## config.mk

```make
export PLATFORM = sky130hd
export DESIGN_NAME = sdram_capture_writer
export DESIGN_NICKNAME = d
export VERILOG_FILES = /design/src/rtl/sdram_capture_writer.sv
export SDC_FILE = /design/constraint.sdc
export NUM_CORES = 1
export LEC_CHECK = 0
export CAP_MARGIN = 20
export CELL_PAD_IN_SITES_DETAIL_PLACEMENT = 0
export CELL_PAD_IN_SITES_GLOBAL_PLACEMENT = 1
export CORE_MARGIN = 2
export CORE_UTILIZATION = 44
export DETAILED_ROUTE_END_ITERATION = 12
export PLACE_DENSITY = 0.8
export SLEW_MARGIN = 15
export SYNTH_ARGS = -nofsm -noshare
export SYNTH_HDL_FRONTEND = slang
export SYNTH_SLANG_ARGS = --single-unit
export TNS_END_PERCENT = 10
```

## constraint.sdc

```tcl
create_clock -name M100CLK -period 3.4 [get_ports M100CLK]
set_clock_uncertainty 0.2 [all_clocks]
set_input_delay 1.02 -clock M100CLK [delete_from_list [all_inputs] [get_ports M100CLK]]
set_output_delay 1.02 -clock M100CLK [all_outputs]
set_load 0.1 [all_outputs]
```

## src/rtl/sdram_capture_writer.sv

```systemverilog
// Packs 8-bit samples into 16-bit words and streams them into an SDRAM ring buffer.
// Optional SAMPLE_OFFSET_BINARY_EN inverts each sample MSB before packing.
module sdram_capture_writer #(
  parameter int ADDR_W       = 25,
  parameter int BASE_ADDR    = 0,
  parameter int REGION_WORDS = 1048576,
  parameter int FIFO_DEPTH   = 16
) (
  input  logic              M100CLK,
  input  logic              reset,
  input  logic              enable,
  input  logic [7:0]        sample_in,
  input  logic              sample_valid,
  input  logic              clr_overflow,
  output logic              avm_chipenable,
  output logic [ADDR_W-1:0] avm_address,
  output logic [1:0]        avm_byteenable,
  output logic              avm_write,
  output logic [15:0]       avm_writedata,
  input  logic              avm_waitrequest,
  output logic [ADDR_W-1:0] wr_pointer,
  output logic [31:0]       words_committed,
  output logic              overflow,
  output logic              busy
);

  localparam int PW = $clog2(FIFO_DEPTH);
  localparam logic [ADDR_W-1:0] FIRST = ADDR_W'(BASE_ADDR);
  localparam logic [ADDR_W-1:0] LAST =
    ADDR_W'(BASE_ADDR + REGION_WORDS - 1);
  localparam logic [PW:0] FULL_CNT = (PW+1)'(FIFO_DEPTH);

  typedef enum logic {
    IDLE,
    WRITE
  } state_t;

  state_t state;

  function automatic logic [7:0] conv(input logic [7:0] b);
`ifdef SAMPLE_OFFSET_BINARY_EN
    return {~b[7], b[6:0]};
`else
    return b;
`endif
  endfunction

  logic        half;
  logic [7:0]  lo_byte;
  logic        push;
  logic [15:0] push_word;

  assign push      = enable && sample_valid && half;
  assign push_word = {conv(sample_in), lo_byte};

  // Dropping enable clears a pending half so a stale byte never pairs up.
  always_ff @(posedge M100CLK) begin
    if (reset) begin
      half    <= 1'b0;
      lo_byte <= 8'h00;
    end else if (!enable) begin
      half <= 1'b0;
    end else if (sample_valid) begin
      if (!half) begin
        lo_byte <= conv(sample_in);
        half    <= 1'b1;
      end else begin
        half <= 1'b0;
      end
    end
  end

  logic [15:0]   mem [FIFO_DEPTH];
  logic [PW-1:0] rd_ptr;
  logic [PW-1:0] wr_ptr;
  logic [PW:0]   count;
  logic          full;
  logic          empty;
  logic          pop;
  logic          wr_en;
  logic [15:0]   head;

  assign full  = (count == FULL_CNT);
  assign empty = (count == '0);
  assign head  = mem[rd_ptr];
  assign pop   = !empty && ((state == IDLE) || !avm_waitrequest);
  assign wr_en = push && (!full || pop);

  always_ff @(posedge M100CLK) begin
    if (wr_en) mem[wr_ptr] <= push_word;
  end

  always_ff @(posedge M100CLK) begin
    if (reset) begin
      rd_ptr <= '0;
      wr_ptr <= '0;
      count  <= '0;
    end else begin
      if (wr_en) wr_ptr <= wr_ptr + 1'b1;
      if (pop)   rd_ptr <= rd_ptr + 1'b1;
      case ({wr_en, pop})
        2'b10:   count <= count + 1'b1;
        2'b01:   count <= count - 1'b1;
        default: count <= count;
      endcase
    end
  end

  // A set in the same cycle as a clear must win.
  always_ff @(posedge M100CLK) begin
    if (reset)                        overflow <= 1'b0;
    else if (push && full && !pop)    overflow <= 1'b1;
    else if (clr_overflow)            overflow <= 1'b0;
  end

  logic [ADDR_W-1:0] next_ptr;

  assign next_ptr = (wr_pointer == LAST) ? FIRST : wr_pointer + 1'b1;

  always_ff @(posedge M100CLK) begin
    if (reset) begin
      state           <= IDLE;
      avm_write       <= 1'b0;
      avm_address     <= FIRST;
      avm_writedata   <= 16'h0000;
      wr_pointer      <= FIRST;
      words_committed <= 32'd0;
    end else begin
      unique case (state)
        IDLE: begin
          if (!empty) begin
            avm_writedata <= head;
            avm_address   <= wr_pointer;
            avm_write     <= 1'b1;
            state         <= WRITE;
          end
        end
        WRITE: begin
          if (!avm_waitrequest) begin
            wr_pointer      <= next_ptr;
            words_committed <= words_committed + 32'd1;
            if (!empty) begin
              avm_writedata <= head;
              avm_address   <= next_ptr;
            end else begin
              avm_write <= 1'b0;
              state     <= IDLE;
            end
          end
        end
        default: state <= IDLE;
      endcase
    end
  end

  assign avm_chipenable = 1'b1;
  assign avm_byteenable = 2'b11;
  assign busy           = (state == WRITE) || !empty;

endmodule

```

# Word level (Yosys, flattened, before mapping)
# Memory sizes are Yosys's and may differ from the RTL's. A register that Yosys moved wholly into a read port is not among the register bits.
# Cells that the tools add are included.
# word_totals
memories,1
in_bits,14
register_bits,123
output_inout_bits,104
mem_bits_rw,256
# mem_list
name,words,word_bits,read_ports,rd_ports_with_merged_regs,write_ports,line,text
mem,16,16,1,1,1,73,logic [15:0] mem [FIFO_DEPTH];
# op_classes
n_addsub,6
reduce_logical,21
eq_ne,8
bitwise,4
n_mux,23
# ops
operator,n
$mux W25,4
$pmux W25 S2,1
$add A32 B1 Y32 const B,1
$mux W16,2
$pmux W16 S2,1
$add A25 B1 Y25 const B,1
$eq A25 B20 Y1 const B,1
$mux W1,10
$pmux W5 S2,1
$reduce_and A3 Y1,3
$add A4 B1 Y4 const B,2
$mux W4,2
$logic_and A1 B1 Y1,6
$ne A2 B2 Y1 const B,3
$add A5 B1 Y5 const B,1
$eq A5 B5 Y1 const B,1
$logic_not A5 Y1,1
$sub A5 B1 Y5 const B,1
$logic_not A1 Y1,4
$not A1 Y1,4
$pmux W1 S2,2
$reduce_bool A2 Y1,2
$logic_or A1 B1 Y1,3
$eq A2 B1 Y1 const B,1
other kinds (4),4

# Depth between registers and ports, before layout
# logic_depth
word_depth,7
depth_mapped,10
depth_no_buf,9

# Least setup slack after synthesis
# OpenSTA, ideal clock, no wires.
# synth_timing
path_kind,input-to-reg
startpoint,input port avm_waitrequest
endpoint,memory mem[3][0] (enable)
arrival_time_ns,2.972
path_buffers,1
path_stages,5
slack_ns,-0.181
required_ns,2.791
cell_sequence,and2_1 clkbuf_2 a31oi_2 nand2_1 nor3_1
# synth_via
elab_chain_len,7
# synth_lines
element,line,text
from (decl),20,"input logic avm_waitrequest,"
$logic_not A1 Y1,n/a,
$logic_or A1 B1 Y1,86,assign pop = !empty && ((state == IDLE) || !avm_waitrequest);
$logic_and A1 B1 Y1,86,
$logic_or A1 B1 Y1,87,assign wr_en = push && (!full || pop);
$logic_and A1 B1 Y1,87,
$mux W1,90,if (wr_en) mem[wr_ptr] <= push_word;
$mux W1 (not written as such),90,
to (decl),73,
# No other way between the ends.

# Worst setup path in the final report
# layout_timing
startpoint,register count[1]
endpoint,output port busy
# layout_via
elab_chain_len,3
# layout_lines
element,line,text
from (decl),76,logic [PW:0] count;
from (signal assigned),102,2'b10: count <= count + 1'b1;
from (signal assigned),103,2'b01: count <= count - 1'b1;
from (signal assigned),104,default: count <= count;
$logic_not A5 Y1,84,assign empty = (count == '0);
$logic_not A1 Y1,158,assign busy = (state == WRITE) || !empty;
$logic_or A1 B1 Y1,158,
to (decl),24,output logic busy
# No other way between the ends.

==> flow_summary.yaml <==
run_status:
  outcome: "complete, no violations"
worst_setup_path:
  crit_chain: "nor4_4 > and2_2 > ha_2 > inv_1 > buf_12"
  worst_ep_required_time_ns: 2.18
  critPathSlowestCell: "sky130_fd_sc_hd__dfxtp_1"
  cp_startpoint_kind: "flop"
  timing.reg2reg.setup_slack_ns: 0.69
  setup.worst_path.end_class: "output pin"
  slowest_delay_ns: 0.39
  crit_fanout: 7
  path_class: "reg -> out"
  cp.arrival_ns: 2.00
synthesis:
  synthCells: 1091
  syn-cell-area_sq_um: 15600
  yosys_warnings: 0
  netlist_top_cells_area: "sky130_fd_sc_hd__edfxtp_1, sky130_fd_sc_hd__dfxtp_1, sky130_fd_sc_hd__mux4_2"
  prevailing_post_synth_register_cell: "sky130_fd_sc_hd__edfxtp_1"
  avgSynthCellArea_sq_um: 14.3
  synth_largest_area_cell: "sky130_fd_sc_hd__edfxtp_1"
  synth_sequential_area_ratio_pct: 65.6
  synth_most_common_cell: "sky130_fd_sc_hd__edfxtp_1"
  synth_commonest_cells: "sky130_fd_sc_hd__edfxtp_1, sky130_fd_sc_hd__dfxtp_1, sky130_fd_sc_hd__nor2_1"
  synth_top_area_share_pct: 49.3
  async_reset_ff_share_pct: 0
  synth_seq_cells: 383
  synth_enable_flop_cells: 256
  synth.distinct_cells: 56
die:
  std_cell_rows: 68
  ios: 118
  floorplan.core_area_sq_um: 34700
  chipHeight_um: 192
  floorplan.initialDensity_pct: 44.9
  dieWidth_um: 192
  fp.dieArea_sq_um: 37000
clocking:
  clk_pin_slew_worst_paths_ns: 0.06
  cts.sinks: 383
  cts_max_path_buffers: 3
  number_of_buffers_inserted_during_clock_tree_synthesis: 42
  htreeDepth: 2
  cts_tree: "built"
  clock-root-buffer: "sky130_fd_sc_hd__clkbuf_16"
  insertion_delay_ns: 0.54
sta:
  slew_headroom_pct: 29.9
  worst_pin_slew_ns: 1.05
  setup_viol: 0
  final_hold_viol_count: 0
  period_needed_ns: 3.22
  max_freq_mhz: 310
  min_period_over_period_pct: 94.7
  maxSlewViolCount: 0
  grt_setup_unrepaired: "false"
layout:
  final-instance-count-excl-fill: 1732
  fin_area_sq_um: 18700
  antennaDiodeCount: 0
  num-nets-final: 1271
  synthToLayoutAreaGrowth_pct: 19.7
  layout-drive-gt1-share_pct: 24.4
route:
  wl_per_cell_um: 20.0
  ant_nets: 0
  via_per_inst: 5.50
  route.met2.wl_um: 16100
  drt_pre_antenna_iters: 5
  routed_met1_length_um: 15600
  route.top_layer_used: "met5"
  met3_wirelength_um: 2150
  drc: 0
  num_vias: 9518
  initialDrtViolationCount: 621
  drt-total-wl_um: 34600
power_and_ir_drop:
  power.static_leakage_nw: 6.39
  power_frac_comb_pct: 30.1
  portion_of_total_power_attributed_to_sequential_cells_pct: 39.7
  power_density_nw_per_um2: 760
  power_frac_clock_pct: 30.2
  p_switching_w: 0.00506
  cell_internal_pwr_w: 0.00912
  power.ir.vdd_worst_mv: 0.954
  switching_share_pct: 35.7
grt:
  first_pass_grt_wire_length_um: 53900
  grt_overflow: 0
  antenna_violations_before_repair: 1
  grt_max_degree: 47
  gr_usage_total_pct: 19.1
  first_global_vias: 9343
placed_design:
  finalWeightedCongestion: 0.827
  placed_cells: 1657
  dp_hpwl_um: 22800
  placedInstanceArea_sq_um: 17300
  io_buffers: 114
hold_path:
  timing.hold.worst.class: "reg -> reg"
flow_run:
  drv.max_cap_violation_count: 0
==> critical path, delay by kind of cell, from the launching register on <==
| family | cells | cell delay [ns] |
|---|---|---|
| AND/OR/NAND/NOR | 2 | 0.53 |
| flip-flops | 1 | 0.39 |
| adder cells (fa/ha/maj) | 1 | 0.25 |
| buffers and inverters | 2 | 0.30 |
==> power by group through the flow <==
stage	clock, W	sequential [W]	combinational (W)
after floorplan	0	0.00721	0.00174
after global routing	0.00458	0.00569	0.00452
after detailed placement	0	0.00573	0.00428
after CTS	0.00439	0.00564	0.00430
final	0.00428	0.00563	0.00427
after global placement	0	0.00573	0.00425
==> final cells by class <==
type                            count  area, sq um
Fill cell                        2854        16100
Inverter                           13         48.8
Clock buffer                       54         1140
Sequential cell                   383        10200
Tap cell                          455          569
Clock inverter                     21          170
Multi-Input combinational cell    629         5010
Timing Repair Buffer              177         1480
==> flip-flops by register name, summed over array words and instances (netlist names), named ones only <==
register / cells
state: 1
avm_writedata: 16
words_committed: 32
avm_write: 1
rd_ptr: 4
half: 1
overflow: 1
count: 5
mem: 256
wr_ptr: 4
lo_byte: 8
avm_address: 25
wr_pointer: 25
==> metal layers <==
| layer | global-route usage, % | up-vias |
|---|---|---|
| li1 | - | 4466 |
| met1 | 26.8 | 4721 |
| met2 | 30.4 | 278 |
| met3 | 3.78 | 51 |
| met4 | 5.17 | 2 |
| met5 | 0 | - |
==> what timing repair did <==
item,in CTS,in global routing
setup endpoints to repair,0,1
hold buffers,0,0
buffers inserted,0,0
resized for setup,0,2
==> per-stage QoR <==
stage / TNS (ns) / hold WS [ns] / total power (W) / worst slack (ns) / util (%)
2_1_floorplan: -6.92 / 0.284 / 0.00894 / -0.144 / -
3_3_place_gp: 0 / 0.265 / 0.00999 / 0.00717 / 50.0
3_5_place_dp: 0 / 0.274 / 0.0100 / 0.0256 / 50.0
4_1_cts: 0 / 0.285 / 0.0143 / 0.0474 / 53.7
5_1_grt: 0 / 0.293 / 0.0148 / 0.0719 / 53.7
6_report: 0 / 0.276 / 0.0142 / 0.179 / 53.7
==> final timing paths <==
kind | start | to | depth (start not counted)
hold reg to reg | overflow | overflow | 2
setup / recovery | count[1] | busy | 5
hold / removal | overflow | overflow | 2
setup reg to reg | wr_pointer[0] | avm_address[0] | 7
==> cells by family after synthesis <==
family / share of synthesized area, %
XOR/XNOR: 3.71
AND/OR/NAND/NOR: 10.0
buffers and inverters: 2.49
multiplexers: 11.0
flip-flops: 65.6
AO/OA/AOI/OAI: 6.27
other: 0.0241
adder cells (fa/ha/maj): 0.883
==> layout by cell type, fill, tap and decap left out, types with 3 or more instances in the layout <==
| master | n |
|---|---|
| sky130_fd_sc_hd__a31oi_1 | 9 |
| sky130_fd_sc_hd__nand2_1 | 46 |
| sky130_fd_sc_hd__nand3_1 | 24 |
| sky130_fd_sc_hd__buf_4 | 155 |
| sky130_fd_sc_hd__a211oi_1 | 23 |
| sky130_fd_sc_hd__buf_12 | 10 |
| sky130_fd_sc_hd__nor2_1 | 96 |
| sky130_fd_sc_hd__nand3b_1 | 4 |
| sky130_fd_sc_hd__xor2_1 | 36 |
| sky130_fd_sc_hd__a21oi_1 | 61 |
| sky130_fd_sc_hd__conb_1 | 3 |
| sky130_fd_sc_hd__dfxtp_1 | 124 |
| sky130_fd_sc_hd__mux4_2 | 64 |
| sky130_fd_sc_hd__inv_1 | 13 |
| sky130_fd_sc_hd__clkinv_1 | 8 |
| sky130_fd_sc_hd__clkbuf_16 | 43 |
| sky130_fd_sc_hd__ha_1 | 10 |
| sky130_fd_sc_hd__clkbuf_1 | 9 |
| sky130_fd_sc_hd__clkinv_2 | 7 |
| sky130_fd_sc_hd__or3_1 | 12 |
| sky130_fd_sc_hd__a22o_1 | 16 |
| sky130_fd_sc_hd__nand2b_1 | 4 |
| sky130_fd_sc_hd__o21ai_0 | 33 |
| sky130_fd_sc_hd__nor3_2 | 5 |
| sky130_fd_sc_hd__nand4_1 | 29 |
| sky130_fd_sc_hd__mux2i_1 | 27 |
| sky130_fd_sc_hd__and3_1 | 10 |
| sky130_fd_sc_hd__edfxtp_1 | 256 |
| sky130_fd_sc_hd__clkdlybuf4s50_1 | 12 |
| sky130_fd_sc_hd__nor2b_1 | 18 |
| sky130_fd_sc_hd__xnor2_1 | 30 |
| sky130_fd_sc_hd__and2_1 | 6 |
| sky130_fd_sc_hd__and4_1 | 8 |
| sky130_fd_sc_hd__nor3_1 | 15 |
| sky130_fd_sc_hd__nor4_1 | 9 |
Power figures use the tool's default switching activity.
